==> config.mk <==
export PLATFORM = sky130hd
export DESIGN_NAME = mant_div_24x24_flat
export DESIGN_NICKNAME = d
export VERILOG_FILES = /design/src/rtl/mant_div_24x24_if.sv /design/src/rtl/mant_div_24x24.sv /design/src/flat_wrapper.sv
export SDC_FILE = /design/constraint.sdc
export NUM_CORES = 1
export LEC_CHECK = 0
export BUFFER_PORTS_ARGS = -buffer_cell sky130_fd_sc_hd__buf_2
export CAP_MARGIN = 20
export CORE_MARGIN = 3
export CORE_UTILIZATION = 65
export CTS_BUF_LIST = sky130_fd_sc_hd__clkbuf_4
export CTS_CLUSTER_SIZE = 25
export DETAILED_ROUTE_END_ITERATION = 7
export GPL_TIMING_DRIVEN = 0
export HOLD_SLACK_MARGIN = 0.08
export PLACE_DENSITY = 0.89
export RECOVER_POWER = 100
export SYNTH_ARGS = -nofsm -noshare
export SYNTH_HDL_FRONTEND = slang
export SYNTH_SLANG_ARGS = --single-unit
==> constraint.sdc <==
create_clock -name clk -period 4.3 [get_ports clk]
set_clock_uncertainty 0.05 [all_clocks]
set_input_delay 0.645 -clock clk [delete_from_list [all_inputs] [get_ports clk]]
set_output_delay 0.645 -clock clk [all_outputs]
set_load 0.05 [all_outputs]
==> src/rtl/mant_div_24x24_if.sv <==
// mant_div_24x24_if: operand and result handshake bundle for the mantissa divider
interface mant_div_24x24_if #(parameter int WIDTH = 24);
  logic             in_valid;
  logic             in_ready;
  logic [WIDTH-1:0] a;
  logic [WIDTH-1:0] b;
  logic             out_valid;
  logic             out_ready;
  logic [WIDTH:0]   q;
  logic             sticky;
  logic             dbz;
  logic             ovf;
  modport master (
    output in_valid, a, b, out_ready,
    input  in_ready, out_valid, q, sticky, dbz, ovf
  );
  modport slave (
    input  in_valid, a, b, out_ready,
    output in_ready, out_valid, q, sticky, dbz, ovf
  );
endinterface

==> src/rtl/mant_div_24x24.sv <==
// mant_div_24x24: restoring divider, q = floor({a,0}/b) one bit per cycle with sticky, dbz and ovf
module mant_div_24x24 #(
  parameter int WIDTH = 24
) (
  input logic             clk,
  input logic             rst_n,
  mant_div_24x24_if.slave bus
);
  localparam int CW = $clog2(WIDTH + 2);
  typedef enum logic [1:0] {IDLE, CALC, DONE} state_t;
  state_t           state, state_nxt;
  logic [WIDTH:0]   r, rn, q_r;
  logic [WIDTH-1:0] b_r;
  logic [CW-1:0]    cnt;
  logic             sticky_r, dbz_r, ovf_r, out_valid_r;
  logic             zero_div, big, ge;
  assign zero_div = bus.b == '0;
  assign big      = {1'b0, bus.a} >= {bus.b, 1'b0};
  assign ge       = r >= {1'b0, b_r};
  assign rn       = ge ? r - {1'b0, b_r} : r;
  assign bus.in_ready  = state == IDLE;
  assign bus.out_valid = out_valid_r;
  assign bus.q         = q_r;
  assign bus.sticky    = sticky_r;
  assign bus.dbz       = dbz_r;
  assign bus.ovf       = ovf_r;
  // state register
  always_ff @(posedge clk or negedge rst_n) begin
    if (!rst_n) state <= IDLE;
    else        state <= state_nxt;
  end
  // next state: exceptional operands skip the iteration and finish in one cycle
  always_comb begin
    state_nxt = state;
    case (state)
      IDLE:    if (bus.in_valid) state_nxt = (zero_div || big) ? DONE : CALC;
      CALC:    if (cnt == CW'(1)) state_nxt = DONE;
      DONE:    if (bus.out_ready) state_nxt = IDLE;
      default: state_nxt = IDLE;
    endcase
  end
  // datapath: operand latch, shift-subtract step, result hold and release
  always_ff @(posedge clk or negedge rst_n) begin
    if (!rst_n) begin
      r           <= '0;
      b_r         <= '0;
      cnt         <= '0;
      q_r         <= '0;
      sticky_r    <= 1'b0;
      dbz_r       <= 1'b0;
      ovf_r       <= 1'b0;
      out_valid_r <= 1'b0;
    end else begin
      case (state)
        IDLE: if (bus.in_valid) begin
          b_r         <= bus.b;
          r           <= {1'b0, bus.a};
          cnt         <= CW'(WIDTH + 1);
          q_r         <= (zero_div || big) ? '1 : '0;
          sticky_r    <= 1'b0;
          dbz_r       <= zero_div;
          ovf_r       <= !zero_div && big;
          out_valid_r <= zero_div || big;
        end
        CALC: begin
          q_r <= {q_r[WIDTH-1:0], ge};
          r   <= rn << 1;
          cnt <= cnt - 1'b1;
          if (cnt == CW'(1)) begin
            sticky_r    <= rn != '0;
            out_valid_r <= 1'b1;
          end
        end
        DONE: if (bus.out_ready) begin
          out_valid_r <= 1'b0;
          dbz_r       <= 1'b0;
          ovf_r       <= 1'b0;
        end
        default: ;
      endcase
    end
  end
endmodule
==> src/flat_wrapper.sv <==
// flat-port wrapper written by rule: the top's interface ports become plain ports
module mant_div_24x24_flat 
#(
  parameter int WIDTH = 24
)
  (clk, rst_n, bus_in_valid, bus_a, bus_b, bus_out_ready, bus_in_ready, bus_out_valid, bus_q, bus_sticky, bus_dbz, bus_ovf);
  mant_div_24x24_if #(.WIDTH(WIDTH)) bus_i ();
  input logic clk;
  input logic rst_n;
  input wire logic [$bits(bus_i.in_valid)-1:0] bus_in_valid;
  input wire logic [$bits(bus_i.a)-1:0] bus_a;
  input wire logic [$bits(bus_i.b)-1:0] bus_b;
  input wire logic [$bits(bus_i.out_ready)-1:0] bus_out_ready;
  output wire logic [$bits(bus_i.in_ready)-1:0] bus_in_ready;
  output wire logic [$bits(bus_i.out_valid)-1:0] bus_out_valid;
  output wire logic [$bits(bus_i.q)-1:0] bus_q;
  output wire logic [$bits(bus_i.sticky)-1:0] bus_sticky;
  output wire logic [$bits(bus_i.dbz)-1:0] bus_dbz;
  output wire logic [$bits(bus_i.ovf)-1:0] bus_ovf;
  assign bus_i.in_valid = bus_in_valid;
  assign bus_i.a = bus_a;
  assign bus_i.b = bus_b;
  assign bus_i.out_ready = bus_out_ready;
  assign bus_in_ready = bus_i.in_ready;
  assign bus_out_valid = bus_i.out_valid;
  assign bus_q = bus_i.q;
  assign bus_sticky = bus_i.sticky;
  assign bus_dbz = bus_i.dbz;
  assign bus_ovf = bus_i.ovf;
  mant_div_24x24 #(.WIDTH(WIDTH)) u_core (.clk(clk), .rst_n(rst_n), .bus(bus_i));
endmodule
==> summary.md <==
| Metric | Value |
|---|---|
| Initial antenna violation count | 0 |
| Startpoint types | input port |
| Max-slew violations | 70 |
| DRT Pass-1 Iters | 7 |
| CP max FO | 10 |
| Detailed Route WL | 18.8 mm |
| Seq/Total Area, Yosys | 34.8% |
| Layout area overhead | 10.8% |
| Fmax achieved | 0.265 GHz |
| Final worst path period need | 3.77 ns |
| Vias | between 6000 and 7000 |
| Crit path arrival time | 4.04 ns |
| Die width | 103 um |
| Buffer depth of the longest clock path | 2 |
| Die H | between 100 and 150 um |
| Status | complete, but fails checks |
| Critical path endpoint | u_core.bus.q[19] |
| Vias per Instance | 6.55 |
| Congestion Overflow GR | 0 |
| # diodes | 0 |
| Post-DP HPWL | 14.8 mm |
| Die Area | about 11000 sq um |
| TritonCTS clock tree | done |
| Num rows | 34 |
| R2R cell count | 13 |
| Failing checks | capacitance limit, slew limit |
| Root buffer cell | clkbuf_4 |
| Relative slew slack | -16.8% |
| H-tree depth | 3 |
| Final setup fails | 0 |
| R2r setup slk | 0.57 ns |
| Final Hold Fails | 0 |
| Sink Count | 85 |
| Hold-fix buffers at CTS | 1 |
| Worst EP required | 4.57 ns |
| Number of synthesized flops with an enable pin | 0 |
| RSZ-0062 raised after global routing | no |
| Initial detailed-routing violation count | 570 |
| Proportion of layout cells with a drive suffix above 1 | between 10 and 15% |
| TritonCTS buffer count | 9 |
| Port bufs | 81 |
| CP endpoint kind | flop |
| Commonest cells after routing, fill and taps aside | nand2_1, dfrtp_1, o21ai_0 |
| Clock Latency Late Sink | 0.44 ns |
| Syn nets | between 800 and 900 |
| Async S/R FF share, synth | 100% |
| Worst hold start | bus_a[0] |
| Yosys warning total | 0 |
| Synth cell types | 64 |
| Synthesis-stage register bit count | 85 |
| Post-synth top flop | dfrtp_1 |
| Worst Hold Class | input port to flop |
| Total of max-cap violations | 1 |
| Starting Density | 68.4% |
| Post-Syn Instances | 725 |
| Postcts setup bufs | 0 |
| Core Area | 8930 sq um |
| CP Class | input port to flop |
| Clk pin slew, worst setup/hold paths | ~0.14 ns |
| Critical path launch point | bus_b[17] |
| ANT nets after route | 0 |
| Total GRT Usage | 36.4% |
| Mean Syn Cell Area | 8.43 sq um |
| Mapped cell area | a little over 6000 sq um |
| Worst slew pin tran | 1.75 ns |
| Post-CTS resize count | 0 |
| Worst flop-to-flop path startpoint | u_core.r[10] |
| First-pass GRT wire length | 29.6 mm |
| Fin crit share | roughly 88% |
| Setup_tns | 0 ns |
| Top-Level Pins | just over 80 |
| RR Endpoint | u_core.r[13] |
| DRC viols | 0 |
| Wire length per cell | 20.2 um |
| Vias in the first global route | 5869 |
| GPL Wtd Cong | 0.935 |
| Largest net degree at the start of global routing | 70 |
| Final nets | roughly 900 |
-- Yosys cell counts, types with 3 or more instances --
cell type,number,area [sq um]
nand2b_1,7,43.8
o22ai_1,23,144
nor3_1,50,250
nand3b_1,3,22.5
a211oi_1,8,60.1
xor2_1,13,114
a21oi_2,3,26.3
inv_1,57,214
ha_1,53,663
o41ai_1,5,43.8
dfrtp_1,85,2130
o211ai_1,8,60.1
nor2b_1,5,31.3
a21o_1,18,135
xnor2_1,12,105
a31oi_1,4,25.0
nor4_1,12,75.1
mux2i_1,16,160
nor2_1,30,113
mux2_2,6,67.6
nand4_1,13,81.3
o21bai_1,3,22.5
o21ai_1,4,20.0
a22o_1,3,26.3
nand2_1,85,319
nor3b_1,3,22.5
buf_2,8,40.0
o21ai_0,73,365
and2_1,4,25.0
a21oi_1,37,185
nand3_1,6,30.0
clkbuf_1,26,97.6
-- final cells by class --
class                   instances  area (sq um)
multi-input cells             544          3590
fillers                       688          2160
flip-flops and latches         85          2130
repair buffers                 83           380
inverters                      57           214
plain buffers                  39           161
well taps                     108           135
clock inverters                 6          87.6
clock buffers                  10          75.1
-- stage by stage --
step	setup slack, ns	area, sq um	util [%]	instances	hold WS, ns
floorplan	1.24	6110	-	725	0.299
global placement	0.718	6650	74.4	914	0.415
detailed placement	0.605	6680	74.8	915	0.424
CTS	0.925	6850	76.7	932	0.396
global route	0.325	6770	75.8	932	0.422
finish	0.530	6770	75.8	932	0.407
-- registers in the layout, indices dropped and copies added, names as in the netlist --
register	flops
u_core.b_r	24
u_core.r	25
u_core.cnt	5
u_core.bus.dbz	1
u_core.state	2
u_core.bus.out_valid	1
u_core.bus.sticky	1
u_core.bus.q	25
u_core.bus.ovf	1
-- worst min path at each step --
stage                          end  slack, ns  depth (start not counted)
floorplan            u_core.b_r[0]       0.30                          0
global placement    u_core.b_r[22]       0.41                          2
detailed placement   u_core.b_r[4]       0.42                          2
CTS                    u_core.r[0]       0.40                          3
global route        u_core.b_r[19]       0.42                          3
finish                 u_core.r[0]       0.41                          3
-- layer usage --
layer | global-route usage [%] | vias up | share of wire [%]
li1 | - | 2802 | -
met5 | 0 | - | 0
met2 | 59.3 | 363 | 47
met3 | 8.19 | 65 | 9.9
met1 | 48.3 | 2874 | 40
met4 | 12.1 | 0 | 3.3
-- cells by family (layout without fill, tap and decap cells) --
logic type	count (synthesis)	in the layout	share of synthesized area (%)
xor gates and xnor gates	25	25	3.58
DFF	85	85	34.8
and+or+nand+nor	232	232	18.7
buffers and inverters	96	195	6.21
adders and majority gates	54	54	11.2
AOI/OAI and AO/OA	211	211	21.8
muxes	22	22	3.73
-- critical path, cell delays in order --
cell and delay (ns):
clkbuf_1 0.13, inv_1 0.09, ha_1 0.32, nand4_1 0.20
nor4_1 0.14, a221o_1 0.34, a21o_1 0.18, a21o_1 0.17
a21oi_1 0.16, o32ai_1 0.21, nor4_1 0.93, clkbuf_1 0.40
nor3_1 0.12
Power is left out: the tool's default activity adds up to more than one toggle a clock period on the data nets, which glitch-free logic cannot reach.
